<file path="src/rtl/tdm_pkg.sv">
// Shared constants and state encoding for the 8-channel TDM serializer.
package tdm_pkg;

  localparam int N_CH  = 8;
  localparam int SEL_W = 3;

  typedef enum logic [1:0] {
    IDLE = 2'd0,
    SCAN = 2'd1,
    FIN  = 2'd2
  } state_t;

endpackage

</file>
<file path="src/rtl/tdm_mux_mux8.sv">
// Combinational 8:1 bit select used to pick the next serial bit from the snapshot.
module mux8
  import tdm_pkg::*;
(
  input  logic [N_CH-1:0]  i_data,
  input  logic [SEL_W-1:0] i_sel,
  output logic             o_bit
);

  // Pure bit select; the caller registers the result.
  always_comb begin
    o_bit = i_data[i_sel];
  end

endmodule

</file>
<file path="src/rtl/tdm_mux.sv">
// 8-channel TDM serializer: snapshots D_IN on START and shifts one channel per cycle onto Y.
module tdm_mux
  import tdm_pkg::*;
#(
  parameter logic CONT = 1'b0
) (
  input  logic             CLK,
  input  logic             RST,
  input  logic [N_CH-1:0]  D_IN,
  input  logic             START,
  output logic             Y,
  output logic [SEL_W-1:0] SEL,
  output logic             VALID,
  output logic             FSYNC,
  output logic             BUSY,
  output logic             DONE
);

  state_t             r_state;
  logic [N_CH-1:0]    r_snap;
  logic [SEL_W-1:0]   r_sel;
  logic               r_y;
  logic               r_valid;
  logic               r_fsync;
  logic               r_busy;
  logic               r_done;

  logic [SEL_W-1:0]   w_sel_inc;
  logic               w_bit_next;

  // Y is registered, so the mux looks one channel ahead of the current SEL.
  assign w_sel_inc = r_sel + 3'd1;

  mux8 u_mux8 (
    .i_data (r_snap),
    .i_sel  (w_sel_inc),
    .o_bit  (w_bit_next)
  );

  // Frame sequencer: state, snapshot and all registered outputs.
  always_ff @(posedge CLK) begin
    if (RST) begin
      r_state <= IDLE;
      r_snap  <= 8'd0;
      r_sel   <= 3'd0;
      r_y     <= 1'b0;
      r_valid <= 1'b0;
      r_fsync <= 1'b0;
      r_busy  <= 1'b0;
      r_done  <= 1'b0;
    end else begin
      case (r_state)
        IDLE: begin
          r_done <= 1'b0;
          if (START) begin
            r_state <= SCAN;
            r_snap  <= D_IN;
            r_sel   <= 3'd0;
            r_y     <= D_IN[0];
            r_valid <= 1'b1;
            r_fsync <= 1'b1;
            r_busy  <= 1'b1;
          end else begin
            r_sel   <= 3'd0;
            r_y     <= 1'b0;
            r_valid <= 1'b0;
            r_fsync <= 1'b0;
            r_busy  <= 1'b0;
          end
        end
        SCAN: begin
          if (r_sel == 3'd7) begin
            // Continuous mode chains the next frame with no gap cycle.
            if ((CONT == 1'b1) && START) begin
              r_snap  <= D_IN;
              r_sel   <= 3'd0;
              r_y     <= D_IN[0];
              r_fsync <= 1'b1;
              r_done  <= 1'b0;
            end else begin
              r_state <= FIN;
              r_sel   <= 3'd0;
              r_y     <= 1'b0;
              r_valid <= 1'b0;
              r_fsync <= 1'b0;
              r_busy  <= 1'b0;
              r_done  <= 1'b1;
            end
          end else begin
            r_sel   <= w_sel_inc;
            r_y     <= w_bit_next;
            r_fsync <= 1'b0;
            r_done  <= 1'b0;
          end
        end
        FIN: begin
          r_state <= IDLE;
          r_sel   <= 3'd0;
          r_y     <= 1'b0;
          r_valid <= 1'b0;
          r_fsync <= 1'b0;
          r_busy  <= 1'b0;
          r_done  <= 1'b0;
        end
        default: begin
          r_state <= IDLE;
          r_sel   <= 3'd0;
          r_y     <= 1'b0;
          r_valid <= 1'b0;
          r_fsync <= 1'b0;
          r_busy  <= 1'b0;
          r_done  <= 1'b0;
        end
      endcase
    end
  end

  assign Y     = r_y;
  assign SEL   = r_sel;
  assign VALID = r_valid;
  assign FSYNC = r_fsync;
  assign BUSY  = r_busy;
  assign DONE  = r_done;

endmodule
</file>
<file path="config.mk">
export PLATFORM = sky130hd
export DESIGN_NAME = tdm_mux
export DESIGN_NICKNAME = d
export VERILOG_FILES = /design/src/rtl/tdm_pkg.sv /design/src/rtl/tdm_mux_mux8.sv /design/src/rtl/tdm_mux.sv
export SDC_FILE = /design/constraint.sdc
export NUM_CORES = 1
export LEC_CHECK = 0
export CORE_MARGIN = 10
export CORE_UTILIZATION = 41
export CTS_CLUSTER_SIZE = 12
export DETAILED_ROUTE_END_ITERATION = 10
export GPL_ROUTABILITY_DRIVEN = 0
export PLACE_DENSITY = 0.71
export SETUP_SLACK_MARGIN = 0.1
export SLEW_MARGIN = 20
export SYNTH_ARGS = -nofsm -noshare
export SYNTH_HDL_FRONTEND = slang
export SYNTH_SLANG_ARGS = --single-unit
</file>
<file path="constraint.sdc">
create_clock -name CLK -period 1.4 [get_ports CLK]
set_input_delay 0.42 -clock CLK [delete_from_list [all_inputs] [get_ports CLK]]
set_output_delay 0.42 -clock CLK [all_outputs]
set_load 0.1 [all_outputs]
</file>
**Yosys cells after proc, flatten, opt, wreduce, memory -nomap -nowiden**

Index checks and enable logic that the tools add are counted.

- Input port bits: 11
- Logic and storage cells: 33
- Output and inout port bits: 8
- Register bits after elaboration: 17

- Reduce and logical (&&, ||, !) cells: 6
- Mux-type cells: 12
- Equal/unequal tests: 4
- Magnitude comparators: 1
- Bitwise logic cells: 2
- Add/subtract/negate cells: 1

Operators with widths:

| kind | number |
|---|---|
| 1-bit 2-to-1 mux | 6 |
| 3-bit by 4-bit less-than comparator with 1-bit output (second input constant) | 1 |
| 2-bit 2-to-1 mux | 2 |
| 2-bit != test (second input constant) | 2 |
| 1-bit one-hot mux with 2 select lines | 2 |
| 2-bit one-hot mux with 2 select lines | 1 |
| 2-bit AND reduction | 2 |
| 2-bit OR reduction | 2 |
| 3-bit by 1-bit adder with 3-bit output (second input constant) | 1 |
| 1-bit binary-select mux with 3-bit select | 1 |
| 3-bit equality test (second input constant) | 1 |
| 3-bit OR reduction | 1 |
| 2-bit by 1-bit equality test with 1-bit output (second input constant) | 1 |
| 2-bit logical NOT | 1 |
| 1-bit NOT | 2 |

**Depth between registers and ports, before layout**

Gate-level depths: netlist (run 1).

- Word-level depth: 5
- Depth in mapped cells: 5

**Cells and area by module**

A second synthesis (run 1) with hierarchy kept.

- Cells, all modules: 64
- Area, all modules: 760.7 µm²

Modules (own cells, without submodules):

| module | cells each | area an instance (µm²) | sequential area each (µm²) | times used |
|---|---|---|---|---|
| tdm_mux | 61 | 696.9 | 340.3 | 1 |
| mux8 | 3 | 63.8 | 0.0 | 1 |

**Worst setup path after synthesis (run 1)**

No wires, ideal clock.

- Kind: reg2reg
- From: register r_sel[0] (netlist: SEL[0])
- To: register r_y (netlist: Y)
- Path slack: -616 ps
- Arrival time: 1901 ps
- Clock period less this slack: 2016 ps
- Path buffers: 0
- Required time: 1285 ps
- Cell stages (with the launch flop): 6
- Cells stage by stage: dfxtp_1 ha_1 ha_1 nor2b_1 a22o_1 o2bb2ai_2

- Word-level cells in the longest chain between the ends: 5
- Elaborated cells on any way between the ends: 6

RTL lines:

| element | RTL line | text |
|---|---|---|
| from (decl) | tdm_mux.sv:21 | `logic [SEL_W-1:0] r_sel;` |
| from (signal assigned) | tdm_mux.sv:90 | `r_sel <= w_sel_inc;` |
| 3-bit by 1-bit adder with 3-bit output | tdm_mux.sv:32 | `assign w_sel_inc = r_sel + 3'd1;` |
| named net u_mux8.i_sel[2] | tdm_mux_mux8.sv:6 | `input logic [SEL_W-1:0] i_sel,` |
| 1-bit binary-select mux with 3-bit select | tdm_mux_mux8.sv:12 | `o_bit = i_data[i_sel];` |
| 1-bit 2-to-1 mux (not written as such) | tdm_mux_mux8.sv:12 |  |
| 1-bit 2-to-1 mux | tdm_mux.sv:72 | `if (r_sel == 3'd7) begin` |
| 1-bit one-hot mux with 2 select lines | tdm_mux.sv:52 | `case (r_state)` |
| to (signal assigned) | tdm_mux.sv:59 | `r_y <= D_IN[0];` |
| to (signal assigned) | tdm_mux.sv:77 | `r_y <= D_IN[0];` |
| to (signal assigned) | tdm_mux.sv:91 | `r_y <= w_bit_next;` |
| to (decl) | tdm_mux.sv:22 | `logic r_y;` |

The timed path passes the listed nets, and every way through them passes these cells. The select of a mux whose other input is x is not followed.
A chain may end at the register's enable or synchronous reset.

**Worst setup path in the final report (run 1)**

- From: register r_sel[0] (netlist: SEL[0])
- To: register r_sel[1] (netlist: SEL[1])

- Word-level cells in the longest chain between the ends: 2
- Elaborated cells on any way between the ends: 3

RTL lines:

| element |
|---|
| branches (longest 2 deep; another with 3-bit by 1-bit adder with 3-bit output) |

Parallel ways; which one is timed is not known.

==> results.rst, run 1 <==
.. list-table::
   :header-rows: 1

   * - Metric
     - Value
   * - Final count of hold timing violations
     - 0
   * - Clock tree from TritonCTS
     - done
   * - Worst slack, placed
     - -270 ps
   * - Cell area after layout
     - 0.00114 sq mm
   * - Depth of the CTS H-tree
     - 1
   * - Register clock-pin slew on the reported worst setup and hold paths
     - 90 ps
   * - Remaining global-route overflow
     - 0
   * - Initial Util
     - 0.450
   * - Total area of multi-input combinational cells
     - 383 sq um
   * - Critical path startpoint category
     - flop
   * - Overall die area
     - 0.00379 sq mm
   * - Max-Cap Viols
     - 0
   * - Worst hold path class
     - reg -> reg
   * - Number of synthesized flops with an enable pin
     - 0
   * - Required time reported for the critical path endpoint
     - 1630 ps
   * - Synth top cells by count
     - sky130_fd_sc_hd__dfxtp_1 (17), sky130_fd_sc_hd__mux2i_1 (10), sky130_fd_sc_hd__nor2_1 (9)
   * - Unrepaired setup endpoints after global routing
     - yes
   * - Layout filler cell count
     - 118
   * - Routed length per placed instance
     - 14.8 um
   * - Pins Over Slew Limit
     - 0
   * - DRT iter0 DRCs
     - 0
   * - Via count of the routed design
     - 525
   * - First drt pass iteration count
     - 1
   * - Dominant cells by area after synthesis
     - sky130_fd_sc_hd__dfxtp_1 (48%), sky130_fd_sc_hd__mux2i_1 (14%), sky130_fd_sc_hd__nor2_1 (4.8%)
   * - Kind of end point of the critical path
     - flop
   * - Fraction of registers with async set or reset after synthesis
     - 0
   * - Synthesized area
     - 709 sq um
   * - Post-synthesis area per instance
     - 12.0 sq um
   * - CP Launch Point
     - SEL[0]$_SDFF_PP0_
   * - Reg-to-reg startpoint
     - SEL[0]$_SDFF_PP0_
   * - Die X-Extent
     - 61.6 um
   * - Startpoint of the lowest-slack hold path
     - r_snap[4]$_SDFFE_PP0P_
   * - Number of placed instances with taps included
     - 95
   * - Antenna-violating nets left
     - 0
   * - P_leak
     - 0.472 nW
   * - Row cnt
     - 14
   * - Final worst-path setup slack
     - 22.3 ps
   * - Max frequency
     - 726 MHz
   * - Total cell area at the placement stage
     - 0.00104 sq mm
   * - Share of the yosys chip area belonging to registers
     - 0.480
   * - Area occupied by registers
     - 358 sq um
   * - Clock Tree Root
     - sky130_fd_sc_hd__clkbuf_4
   * - Share of the cycle needed by the critical path after routing
     - 0.984
   * - Largest fanout on the critical path
     - 4
   * - Yosys warning total
     - 0
   * - CORE AREA
     - 0.00158 sq mm
   * - Seq cells post-synth
     - 17
   * - Via count of the first global-routing pass
     - 527
   * - Area growth from synthesis to layout
     - 60.7%
   * - Max_slew headroom
     - 0.770
   * - WL final
     - 1550 um
   * - Status
     - completed
   * - Post-layout min period
     - 1380 ps
   * - Vias per cell
     - 5.00
   * - Cell with the most instances after synthesis
     - sky130_fd_sc_hd__dfxtp_1
   * - Ratio of cells with drive above 1 in the final layout
     - 0.472
   * - Dominant register cell in the synthesized netlist
     - sky130_fd_sc_hd__dfxtp_1
   * - I/O pin cnt
     - 19
   * - Number of instances in the synthesized netlist
     - 59
   * - Source-to-sink clock delay at the later pin of the worst-skew pair
     - 290 ps
   * - Diodes inserted
     - 0
   * - Top cell type by total area after synthesis
     - sky130_fd_sc_hd__dfxtp_1
   * - Total nets after synthesis
     - 72
   * - Peak supply drop
     - 0.622 mV
   * - Areal power density over the cells
     - 967 mW/mm^2
   * - DRC violation count after routing
     - 0
   * - Startpoint-to-endpoint class of the critical path
     - reg -> reg
   * - Clock sink count
     - 17
   * - Height of the chip
     - 61.6 um
   * - Transition time at the pin with the least slew margin
     - 343 ps
   * - Setup violation total in the final timing report
     - 0
   * - Aggregate global-route resource usage
     - 0.0860
   * - Port Buffer Count
     - 18
   * - Antenna violations before repair
     - 0
   * - Final net count
     - 103
   * - Distinct cells, synth
     - 21
   * - Number of buffers created by CTS
     - 3
   * - Clock tree skew after final layout
     - 1.16 ps
   * - Final HPWL DP
     - 1060 um
   * - Arrival time of the worst setup path
     - 1610 ps
   * - Wire length of the first global-routing pass
     - 2350 um
   * - Final cell count without fillers
     - 105
   * - Largest net degree at the start of global routing
     - 12
   * - Total Negative Setup Slacks
     - 0 ps
   * - Area fraction of the dominant cell type after synthesis
     - 0.480
   * - Maximum clock path buffer count
     - 2
-- per-layer routing --
metal / vias to the layer above / routed length (um) / track usage
li1: 269 / - / -
met1: 240 / 628 / 0.0902
met2: 12 / 808 / 0.136
met3: 4 / 93 / 0.0391
met4: 0 / 21 / 0.0573
met5: - / 0 / 0
-- cell type report --
| cell class | instances | share of cell area |
|---|---|---|
| multi-input cells | 39 | 0.336 |
| clock buffers | 4 | 0.0231 |
| repair buffers | 29 | 0.310 |
| flip-flops and latches | 17 | 0.314 |
| well taps | 16 | 0.0176 |
-- stage by stage --
stage	power (mW)	hold WS, ps	util
2_1_floorplan	0.725	454	-
3_3_place_gp	0.830	471	0.662
3_5_place_dp	0.834	477	0.662
4_1_cts	1.10	501	0.702
5_1_grt	1.16	515	0.723
6_report	1.10	495	0.723
-- where the power goes --
part           internal, mW  leakage (nW)  switching [mW]
clock                 0.111        0.0150           0.144
sequential            0.509         0.143          0.0231
combinational         0.155         0.314           0.159
-- logic make-up after synthesis --
family	share of synthesized area
AO/OA/AOI/OAI	0.0670
adder cells (fa/ha/maj)	0.0353
buffers and inverters	0.0335
flip-flops	0.480
multiplexers	0.173
AND/OR/NAND/NOR	0.212
-- final timing paths --
| check | endpoint | slack, ps | cells after the start |
|---|---|---|---|
| setup / recovery | SEL[1]$_SDFF_PP0_ | 20 | 5 |
| hold / removal | r_snap[4]$_SDFFE_PP0P_ | 490 | 2 |
| setup reg to reg | SEL[1]$_SDFF_PP0_ | 20 | 5 |
| hold reg to reg | r_snap[4]$_SDFFE_PP0P_ | 490 | 2 |
-- flip-flops by register name, summed over array words and instances, names as in the netlist --
name and cells:
Y 1, BUSY 1, SEL 3, FSYNC 1
DONE 1, r_snap 8, r_state 2
-- layout by cell type (no fill, tap or decap), types with 2 or more instances in the layout --
cell and n:
sky130_fd_sc_hd__dfxtp_1 11, sky130_fd_sc_hd__mux2i_1 9, sky130_fd_sc_hd__nor2_1 9, sky130_fd_sc_hd__clkdlybuf4s50_1 9, sky130_fd_sc_hd__buf_4 9, sky130_fd_sc_hd__buf_12 8, sky130_fd_sc_hd__dfxtp_4 4, sky130_fd_sc_hd__clkbuf_4 3
sky130_fd_sc_hd__dfxtp_2 2, sky130_fd_sc_hd__and4bb_2 2, sky130_fd_sc_hd__nor2b_1 2, sky130_fd_sc_hd__mux2_2 2, sky130_fd_sc_hd__ha_4 2, sky130_fd_sc_hd__buf_6 2
-- critical path, cell delays in order, from the launching register on --
cell	delay [ps]
sky130_fd_sc_hd__dfxtp_4	360
sky130_fd_sc_hd__ha_4	160
sky130_fd_sc_hd__ha_4	160
sky130_fd_sc_hd__nor4b_4	330
sky130_fd_sc_hd__buf_4	190
sky130_fd_sc_hd__and2_4	130
-- timing repair --
| action | 4_1_cts | 5_1_grt |
|---|---|---|
| setup buffers | 4 | 2 |
| endpoints found under the setup margin | 16 | 19 |
| resized for setup | 2 | 5 |
| pin swaps | 2 | 1 |
| hold buffers | 0 | 0 |
Note: power is estimated with default switching activity, not from simulation.
==> run 2, diff against run 1 <==
- CORE_MARGIN: 10 -> unset
==> results.rst, run 2 (same netlist as run 1, synthesis figures left out) <==
.. list-table::
   :header-rows: 1

   * - Metric
     - Value
   * - Status
     - finished with violations
   * - Violated checks
     - DRC
   * - Share of the cycle needed by the critical path after routing
     - 0.965 (-0.0190)
   * - Wire length of the first global-routing pass
     - 2460 um (+4.4%)
   * - Clock Tree Root
     - sky130_fd_sc_hd__clkbuf_4
   * - Largest fanout on the critical path
     - 2 (-2)
   * - # hold bufs at CTS
     - 0 (unchanged)
   * - Row cnt
     - 14 (unchanged)
   * - Register clock-pin slew on the reported worst setup and hold paths
     - 90 ps (about the same)
   * - Largest net degree at the start of global routing
     - 12 (unchanged)
   * - First drt pass iteration count
     - 7 (+6)
   * - Setup violation total in the final timing report
     - 0 (unchanged)
   * - Remaining global-route overflow
     - 0 (unchanged)
   * - DRC violation count after routing
     - 1 (+1)
   * - Number of buffers created by CTS
     - 3 (unchanged)
   * - Arrival time of the worst setup path
     - 930 ps (-680 ps)
   * - Final count of hold timing violations
     - 0 (unchanged)
   * - Max FFs per register
     - 8 (unchanged)
   * - Total Negative Setup Slacks
     - 0 ps (unchanged)
   * - Final net count
     - 98 (-4.9%)
   * - Via count of the first global-routing pass
     - 527 (unchanged)
   * - WL final
     - 1410 um (-9.0%)
   * - Routed length per placed instance
     - 14.1 um (-4.5%)
   * - Height of the chip
     - 43.6 um (-29%)
   * - Area growth from synthesis to layout
     - 54.5%
   * - Areal power density over the cells
     - 1000 mW/mm^2 (+3.5%)
   * - Transition time at the pin with the least slew margin
     - 275 ps (-67.6 ps)
   * - Vias per cell
     - 5.01 (+0.20%)
   * - Required time reported for the critical path endpoint
     - 980 ps (-650 ps)
   * - Aggregate global-route resource usage
     - 0.189 (+0.103)
   * - Startpoint-to-endpoint class of the critical path
     - reg -> out
   * - Antenna-violating nets left
     - 0 (unchanged)
   * - Port Buffer Count
     - 18 (unchanged)
   * - Most common cell after layout, fill and taps aside
     - sky130_fd_sc_hd__dfxtp_1
   * - Post-layout min period
     - 1350 ps (-26.6 ps)
   * - Depth of the CTS H-tree
     - 1 (unchanged)
   * - Final Util
     - 0.703 (-0.0200)
   * - Clock tree from TritonCTS
     - done
   * - Kind of end point of the critical path
     - output pin
   * - Critical path startpoint category
     - flop
   * - Ratio of cells with drive above 1 in the final layout
     - 0.417 (-0.0552)
   * - Commonest cells after routing, fill and taps aside
     - sky130_fd_sc_hd__dfxtp_1 (11), sky130_fd_sc_hd__mux2i_1 (10), sky130_fd_sc_hd__nor2_1 (9), sky130_fd_sc_hd__clkdlybuf4s50_1 (9), sky130_fd_sc_hd__buf_12 (8)
   * - Via count of the routed design
     - 501 (-4.6%)
   * - Max frequency
     - 740 MHz (+2.0%)
   * - Largest register by flop count
     - r_snap
   * - Max-Cap Viols
     - 0 (unchanged)
   * - I/O pin cnt
     - 19 (unchanged)
   * - P_leak
     - 0.438 nW (-7.2%)
   * - Clock tree skew after final layout
     - 1.65 ps (+0.480 ps)
   * - Clock sink count
     - 17 (unchanged)
   * - Peak supply drop
     - 0.703 mV (+13%)
   * - Initial Util
     - 0.455 (+0.00506)
   * - Pins Over Slew Limit
     - 0 (unchanged)
   * - Worst hold path class
     - reg -> reg
   * - Unrepaired setup endpoints after global routing
     - yes
   * - Max_slew headroom
     - 0.816 (+0.0452)
   * - Die X-Extent
     - 43.6 um (-29%)
   * - CORE AREA
     - 0.00156 sq mm (-1.1%)
   * - Overall die area
     - 0.00190 sq mm (-50%)
   * - Final HPWL DP
     - 1150 um (+8.7%)
   * - Antenna violations before repair
     - 0 (unchanged)
   * - Diodes inserted
     - 0 (unchanged)
   * - DRT iter0 DRCs
     - 9 (+9)
   * - Source-to-sink clock delay at the later pin of the worst-skew pair
     - 290 ps (about the same)
   * - Maximum clock path buffer count
     - 2 (unchanged)
==> run 2: cell types whose count changed in the layout (fill, tap and decap cells not counted), sizes merged <==
cell,change
buf,-5
dlymetal6s2s,-1
dlygate4sd2,+1
==> run 2: stage by stage <==
| step | std cells | setup slack [ps] | hold WS [ps] | cell area [sq um] | total power [mW] |
|---|---|---|---|---|---|
| floorplan | 59 | -56.8 | 454 | 749 | 0.725 |
| global placement | 95 | -251 | 473 | 1040 | 0.832 |
| detailed placement | 95 | -298 | 488 | 1040 | 0.841 |
| CTS | 100 | 39.8 | 511 | 1090 | 1.11 |
| global route | 100 | -24.8 | 542 | 1100 | 1.16 |
| finish | 100 | 48.9 | 506 | 1100 | 1.10 |
==> run 2: what timing repair did <==
item / CTS / global route
pin swaps: 2 / 0
setup buffers: 1 / 0
endpoints found under the setup margin: 14 / 11
gates cloned: 0 / 0
resized for setup: 5 / 1
==> run 2: final cells by class <==
class                      count  area (sq um)
fill                         104           463
multi-input combinational     39           377
sequential                    17           358
timing repair buffer          24           315
clock buffer                   4          26.3
tap                           16          20.0
==> run 2: per-layer routing <==
layer  vias up  GRT usage  part of all wire
li1        254          -                 -
met1       228      0.217              0.42
met2        15      0.313              0.52
met3         4     0.0375             0.039
met4         0      0.131             0.021
met5         -          0                 0
==> run 2: final timing paths <==
check                                             from                endpoint  slack [ps]  cells after the start
worst max-delay path                 SEL[0]$_SDFF_PP0_                  SEL[0]          50                      2
worst min-delay path            r_snap[3]$_SDFFE_PP0P_  r_snap[3]$_SDFFE_PP0P_         510                      2
worst max register to register       SEL[1]$_SDFF_PP0_       SEL[0]$_SDFF_PP0_          70                      5
worst min register to register  r_snap[3]$_SDFFE_PP0P_  r_snap[3]$_SDFFE_PP0P_         510                      2
==> run 2: critical path, cell delays in order, from the launching register on <==
cell and delay [ps]:
sky130_fd_sc_hd__dfxtp_4 370, sky130_fd_sc_hd__buf_6 120, sky130_fd_sc_hd__buf_12 150
==> run 2: where the power goes <==
group	internal [mW]	switching, mW	total (mW)
Combinational	0.148	0.157	0.305
Clock	0.111	0.148	0.258
Sequential	0.509	0.0240	0.533
